--- src/rtl/sprite_compositor.sv ---
// Sprite compositor: chroma-keyed merge of two sprite streams over a background stream,
// timing delay line matched to sprite latency, and per-frame sprite overlap reporting.
module sprite_compositor #(
  parameter int unsigned SPRITE_LATENCY = 4,
  parameter logic [23:0] KEY_COLOR      = 24'h000000
) (
  input  logic        pixel_clk,
  input  logic        rst,
  input  logic        active_in,
  input  logic        hsync_in,
  input  logic        vsync_in,
  input  logic        new_frame_in,
  input  logic [23:0] bg_rgb,
  input  logic [23:0] sprite0_rgb,
  input  logic [23:0] sprite1_rgb,
  input  logic [23:0] key_color_in,
  input  logic        key_update,
  output logic [7:0]  pixel_red,
  output logic [7:0]  pixel_green,
  output logic [7:0]  pixel_blue,
  output logic        active_out,
  output logic        hsync_out,
  output logic        vsync_out,
  output logic        collision,
  output logic        frame_done
);

  localparam int unsigned L = SPRITE_LATENCY;

  logic [L-1:0] act_dl_q, act_dl_d;
  logic [L-1:0] hs_dl_q,  hs_dl_d;
  logic [L-1:0] vs_dl_q,  vs_dl_d;
  logic [L-1:0] nf_dl_q,  nf_dl_d;
  logic [L:0]   act_ext,  hs_ext, vs_ext, nf_ext;

  logic [23:0]  rgb_q, rgb_d;
  logic         active_q, active_d;
  logic         hsync_q, hsync_d;
  logic         vsync_q, vsync_d;
  logic         collision_q, collision_d;
  logic         frame_done_q, frame_done_d;
  logic [23:0]  key_q, key_d;
  logic [23:0]  pend_key_q, pend_key_d;
  logic         pend_q, pend_d;
  logic         acc_q, acc_d;
  logic         armed_q, armed_d;

  logic         a_d, h_d, v_d, nf_d;
  logic         opaque0, opaque1, overlap;

  assign act_ext = {act_dl_q, active_in};
  assign hs_ext  = {hs_dl_q, hsync_in};
  assign vs_ext  = {vs_dl_q, vsync_in};
  assign nf_ext  = {nf_dl_q, new_frame_in};

  assign a_d  = act_dl_q[L-1];
  assign h_d  = hs_dl_q[L-1];
  assign v_d  = vs_dl_q[L-1];
  assign nf_d = nf_dl_q[L-1];

  always_comb begin
    act_dl_d = act_ext[L-1:0];
    hs_dl_d  = hs_ext[L-1:0];
    vs_dl_d  = vs_ext[L-1:0];
    nf_dl_d  = nf_ext[L-1:0];

    opaque0 = (sprite0_rgb != key_q);
    opaque1 = (sprite1_rgb != key_q);
    overlap = a_d & opaque0 & opaque1;

    if (!a_d) begin
      rgb_d = 24'h000000;
    end else if (opaque0) begin
      rgb_d = sprite0_rgb;
    end else if (opaque1) begin
      rgb_d = sprite1_rgb;
    end else begin
      rgb_d = bg_rgb;
    end
    active_d = a_d;
    hsync_d  = h_d;
    vsync_d  = v_d;

    // The boundary pixel seeds the new frame's accumulator; nothing before the
    // first boundary after reset is reported.
    if (nf_d) begin
      collision_d  = armed_q & acc_q;
      frame_done_d = 1'b1;
      acc_d        = overlap;
      armed_d      = 1'b1;
    end else begin
      collision_d  = collision_q;
      frame_done_d = 1'b0;
      acc_d        = acc_q | overlap;
      armed_d      = armed_q;
    end

    key_d      = key_q;
    pend_key_d = pend_key_q;
    pend_d     = pend_q;
    if (nf_d && pend_q) begin
      key_d  = pend_key_q;
      pend_d = 1'b0;
    end else begin
      key_d  = key_q;
    end
    // A same-cycle update lands after the boundary has consumed the old pending key.
    if (key_update) begin
      pend_key_d = key_color_in;
      pend_d     = 1'b1;
    end else begin
      pend_key_d = pend_key_d;
    end
  end

  always_ff @(posedge pixel_clk or negedge rst) begin
    if (!rst) begin
      act_dl_q     <= '0;
      hs_dl_q      <= '0;
      vs_dl_q      <= '0;
      nf_dl_q      <= '0;
      rgb_q        <= 24'h000000;
      active_q     <= 1'b0;
      hsync_q      <= 1'b0;
      vsync_q      <= 1'b0;
      collision_q  <= 1'b0;
      frame_done_q <= 1'b0;
      key_q        <= KEY_COLOR;
      pend_key_q   <= KEY_COLOR;
      pend_q       <= 1'b0;
      acc_q        <= 1'b0;
      armed_q      <= 1'b0;
    end else begin
      act_dl_q     <= act_dl_d;
      hs_dl_q      <= hs_dl_d;
      vs_dl_q      <= vs_dl_d;
      nf_dl_q      <= nf_dl_d;
      rgb_q        <= rgb_d;
      active_q     <= active_d;
      hsync_q      <= hsync_d;
      vsync_q      <= vsync_d;
      collision_q  <= collision_d;
      frame_done_q <= frame_done_d;
      key_q        <= key_d;
      pend_key_q   <= pend_key_d;
      pend_q       <= pend_d;
      acc_q        <= acc_d;
      armed_q      <= armed_d;
    end
  end

  assign pixel_red   = rgb_q[23:16];
  assign pixel_green = rgb_q[15:8];
  assign pixel_blue  = rgb_q[7:0];
  assign active_out  = active_q;
  assign hsync_out   = hsync_q;
  assign vsync_out   = vsync_q;
  assign collision   = collision_q;
  assign frame_done  = frame_done_q;

endmodule

--- config.mk ---
export PLATFORM = sky130hd
export DESIGN_NAME = sprite_compositor
export DESIGN_NICKNAME = d
export VERILOG_FILES = /design/src/rtl/sprite_compositor.sv
export SDC_FILE = /design/constraint.sdc
export NUM_CORES = 1
export LEC_CHECK = 0
export BUFFER_PORTS_ARGS = -buffer_cell sky130_fd_sc_hd__buf_2
export CORE_MARGIN = 2
export CORE_UTILIZATION = 54
export CTS_BUF_LIST = sky130_fd_sc_hd__clkbuf_4 sky130_fd_sc_hd__clkbuf_8
export CTS_CLUSTER_DIAMETER = 100
export CTS_CLUSTER_SIZE = 28
export DETAILED_ROUTE_END_ITERATION = 10
export HOLD_SLACK_MARGIN = 0.1
export PLACE_DENSITY = 0.82
export SLEW_MARGIN = 20
export SYNTH_ARGS = -nofsm -noshare
export SYNTH_HDL_FRONTEND = slang
export SYNTH_SLANG_ARGS = --single-unit
--- constraint.sdc ---
create_clock -name pixel_clk -period 2.11 [get_ports pixel_clk]
set_input_delay 0.1055 -clock pixel_clk [delete_from_list [all_inputs] [get_ports pixel_clk]]
set_output_delay 0.1055 -clock pixel_clk [all_outputs]
set_load 0.05 [all_outputs]
After elaboration in Yosys (flattened, before gate mapping). Index checks and enable logic that the tools add are counted.

Bits in registers: 96. Latch bits: 0. Bits in writable memories: 0. Memory bits (read-only): 0. Output and inout bits: 29. Memories: 0.

Add/subtract/negate cells: 0. Multiply operators: 0. Div/mod/pow operators: 0. $lt $le $gt $ge: 0. Equality and inequality tests: 2. Shift operators: 0. Muxes and demuxes: 7. Bitwise operators: 4. Reduce and logical (&&, ||, !) cells: 2.

Operator list (number): 24-bit 2-to-1 mux (3); 24-bit inequality test (2); 1-bit 2-to-1 mux (4); 1-bit AND (3); 2-bit nonzero test (1); 1-bit logical AND (1); 1-bit bitwise OR (1).

Longest topological paths before layout.
Depth after elaboration: 5. Depth in mapped cells: 7. Gate-level depth less buffers: 5.

Worst setup path after synthesis. OpenSTA, ideal clock, no wires.

Path type: reg-to-reg. From: register key_q[13]. To: register rgb_q[10]. Data arrival time: 1710 ps. Path slack: 315 ps. Cell stages (with the launch flop): 8. Clock period less this slack: 1795 ps. Cell sequence: dfrtp_1 > xor2_1 > nor4_2 > nand4_2 > or2_1 > buf_6 > buf_12 > o221ai_2.

Cells in the longest elaborated chain, start to end: 4. Elaborated cells between the ends (all ways): 5.

RTL lines: start: declaration (line 42) `logic [23:0] key_q, key_d;`; start signal: assignment (line 144) `key_q <= key_d;`; 24-bit inequality test (line 68) `opaque1 = (sprite1_rgb != key_q);`; 24-bit 2-to-1 mux (line 75) `end else if (opaque1) begin`; 24-bit 2-to-1 mux * (line 73) `end else if (opaque0) begin`; 24-bit 2-to-1 mux * (line 71) `if (!a_d) begin`; named net rgb_d[10] (line 36) `logic [23:0] rgb_q, rgb_d;`; end signal: assignment (line 138) `rgb_q <= rgb_d;`; end: declaration (line 36).

The timed path passes the listed nets; every way through them passes the cells marked *. A chain may end at the register's enable or synchronous reset.

Worst setup path after layout.
From: register key_q[11]. To: register rgb_q[7].

Same word-level chain as after synthesis.

==> reports/metrics.yaml <==
grt:
  grt_max_degree: 58
  grt_pass1_vias: 4057
  grt_pass1_wl_mm: 20.7
  grt_use_total_pct: 28.2
  antenna_found_initial: 1
  gr-total-overflow: 0
final_layout:
  layout-drive-gt1-share_pct: 40.2
  final_nets: 673
  syn2layout_area_growth_pct: 38.3
  stdcell_count: 681
  finalInstanceArea_mm2: 0.00644
setup_path:
  worstPathArrival_ns: 2.21
  r2r_slack_ns: 0.18
  r2r-start: "key_q[11]"
  critical_path.max_fanout: 24
  critPathCaptureType: "register"
  cp.required_ns: 2.39
  r2r_cells: 6
  start_kind: "register"
  r2r-end: "rgb_q[7]"
  critPathKind: "reg -> reg"
synthesis:
  yosysMostFrequentCell: "dfrtp_1"
  synthSimpleGateAreaFrac_pct: 9.83
  synth_top_area_share_pct: 51.5
  ys_seq_area_share_pct: 51.5
  yosys.cell_types.count: 28
  synth_fa_ha_area_share_pct: 0
  postSynthNetCount: 472
  synthXorXnorAreaFrac_pct: 9.02
  synth_top_family_by_area: "compound AO/OA/AOI/OAI gates"
  synthMuxAreaShare_pct: 11.6
  ys_seq_elements: 96
  synth_area_leader_cell: "dfrtp_1"
  synth_edf_count: 0
  post_synth_main_area_contributors: "dfrtp_1 (52%), mux2_2 (11%), o221ai_2 (6.4%), o2111ai_1 (4.5%), xnor2_1 (4.5%)"
  synth_area_mm2: 0.00466
  synth_ff_type: "dfrtp_1"
  synth_cells: 369
  yosys-top-cells-count: "dfrtp_1 (96), mux2_2 (44), nand4_1 (30)"
  ys_warn_count: 0
  synth_compound_area_share_pct: 12.4
  async_flop_share_pct: 100
  avgSynthCellArea_um2: 12.6
drt:
  wl_met3_um: 667
  post_drt_wl_per_cell_um: 18.7
  route.detailed.drc: 0
  routed_wl_mm: 12.7
  dr_wl_met2_mm: 6.42
  drtAntennaViolNets: 0
  routed-via-count: 3798
  drt_iter0_drc: 206
  dr.max_layer_used: "met4"
  dr.pass1.iters: 5
  wl_met1_mm: 5.23
  avgViaCountPerCell: 5.58
pwr:
  p_leak_nw: 2.88
  vdd_ir_drop_max_uv: 481
  power_density_mw_per_mm2: 723
clock_tree:
  cts.sinks: 96
  post_cts_resized: 0
  insertion_delay_ns: 0.37
  tritoncts: "yes"
  root_buffer: "clkbuf_8"
  clk_pin_slew_ns: 0.10
  cts_buffers: 9
  htree_levels: 3
  ctsLongestPathBuffers: 2
worst_hold_path:
  hold_path.class: "in -> reg"
  hold_start: "sprite1_rgb[10]"
  whs_path_depth: 4
  hold_end: "rgb_q[10]"
timing:
  rsz0062_at_grt: "false"
  max_freq_mhz: 518
  tns_ns: 0
  min_period_over_period_pct: 91.4
  max_slew_margin_pct: 61.7
  fin_crit_ns: 1.93
  final_hold_viol_count: 0
  slew_violations: 0
  skew_ns: 0.0141
  tightest_slew_ns: 0.574
  setup_viol_count_final: 0
floorplan:
  core.rowCount: 33
  dieWidth_um: 96.9
  dieArea_mm2: 0.00939
  die_h_um: 96.9
  core_mm2: 0.00830
  initial_core_util_pct: 56.2
  io_pins: 132
placed_design:
  place.gp.congestion: 0.902
  placedInstanceArea_mm2: 0.00541
  dp_cells: 587
  io_buffer_count: 131
  dp.final_hpwl_mm: 8.62
run:
  cap_violations: 0
status:
  outcome: "finished, final reports clean"
[worst max-delay path: stages, from the launching register on]
cell,delay [ns]
dfrtp_1,0.43
xnor2_1,0.22
nand4_1,0.20
nor4_4,0.34
buf_4,0.32
nand4_1,0.15
o221ai_2,0.19
[layout make-up]
cell class	instances	area (µm²)
tap	105	131
antenna	1	2.50
timing repair buffer	220	1540
inverter	26	97.6
clock buffer	11	151
clock inverter	5	108
multi-input combinational	217	2010
fill	520	1860
sequential	96	2400
[sequential cells by signal, summed over array words and instances (netlist names)]
signal      count
hs_dl_q         4
vsync_out       1
pend_q          1
active_out      1
nf_dl_q         4
frame_done      1
armed_q         1
act_dl_q        4
vs_dl_q         4
key_q          24
rgb_q          24
pend_key_q     24
acc_q           1
collision       1
hsync_out       1
[how the worst max path moves through the flow]
stage | slack, ns | from | to
final | 0.18 | key_q[11] | rgb_q[7]
after global routing | 0.04 | key_q[23] | rgb_q[1]
after CTS | 0.19 | key_q[13] | rgb_q[23]
after detailed placement | 0.21 | key_q[13] | rgb_q[23]
after global placement | 0.29 | key_q[13] | rgb_q[2]
after floorplan | 0.31 | key_q[13] | rgb_q[10]
[through the flow]
step | worst slack, ns | power [mW] | util (%) | hold WS [ns]
floorplan | 0.315 | 2.70 | - | -0.190
global placement | 0.295 | 3.00 | 65.2 | 0.103
detailed placement | 0.213 | 3.05 | 65.2 | 0.119
CTS | 0.191 | 4.67 | 77.6 | 0.180
global route | 0.0433 | 4.85 | 77.6 | 0.213
finish | 0.181 | 4.66 | 77.6 | 0.207
[placed cells by master (no fill, tap or decap)]
master         synthesis  routed
and2_1                24      24
bufinv_16              0       3
xnor2_1               24      24
diode_2                0       1
buf_4                  2      11
nand4_1               30      30
nor2_1                 2       1
a21o_1                 1       1
o2bb2ai_1              1       1
buf_12                 2       2
mux2_2                44      44
a21bo_1                1       1
o21ai_0                1       1
nor4_2                 5       4
o221ai_1               4       4
nor4_4                 0       1
dlygate4sd3_1          0      77
nand2_1                2       2
or2_1                  1       1
nor4_1                 2       2
nand4_2                1       1
clkbuf_8               0      11
xor2_1                24      24
nor2_2                 0       1
nand3_1                1       1
dfrtp_1               96      96
inv_1                 26      26
or2_2                  1       1
o221ai_2              20      20
buf_2                  4     130
inv_6                  0       2
o2111ai_1             24      24
mux2_1                 4       4
[where the power goes]
part	internal (mW)	total [mW]	switching, mW	leakage (nW)
Combinational	0.476	0.947	0.471	1.60
Clock	0.861	1.52	0.662	0.131
Sequential	2.02	2.19	0.170	1.15
Total	3.36	4.66	1.30	2.88
[cells by family (layout without fill, tap and decap cells)]
group | count (synthesis) | in the layout
other | 0 | 1
buffers and inverters | 56 | 262
and+or+nand+nor | 69 | 69
AOI/OAI and AO/OA | 52 | 52
DFF | 96 | 96
muxes | 48 | 48
xor gates and xnor gates | 48 | 48
[per-layer routing]
metal  global-route usage [%]  vias to the layer above
li1                         -                     1744
met1                     36.6                     1836
met2                     47.3                      177
met3                     4.77                       41
met4                     11.2                        0
met5                        0                        -
[repair_timing]
item,CTS,global route
buffers inserted,0,0
endpoints found under the hold margin,91,0
hold buffers,77,0
(Power assumes the default switching activity.)
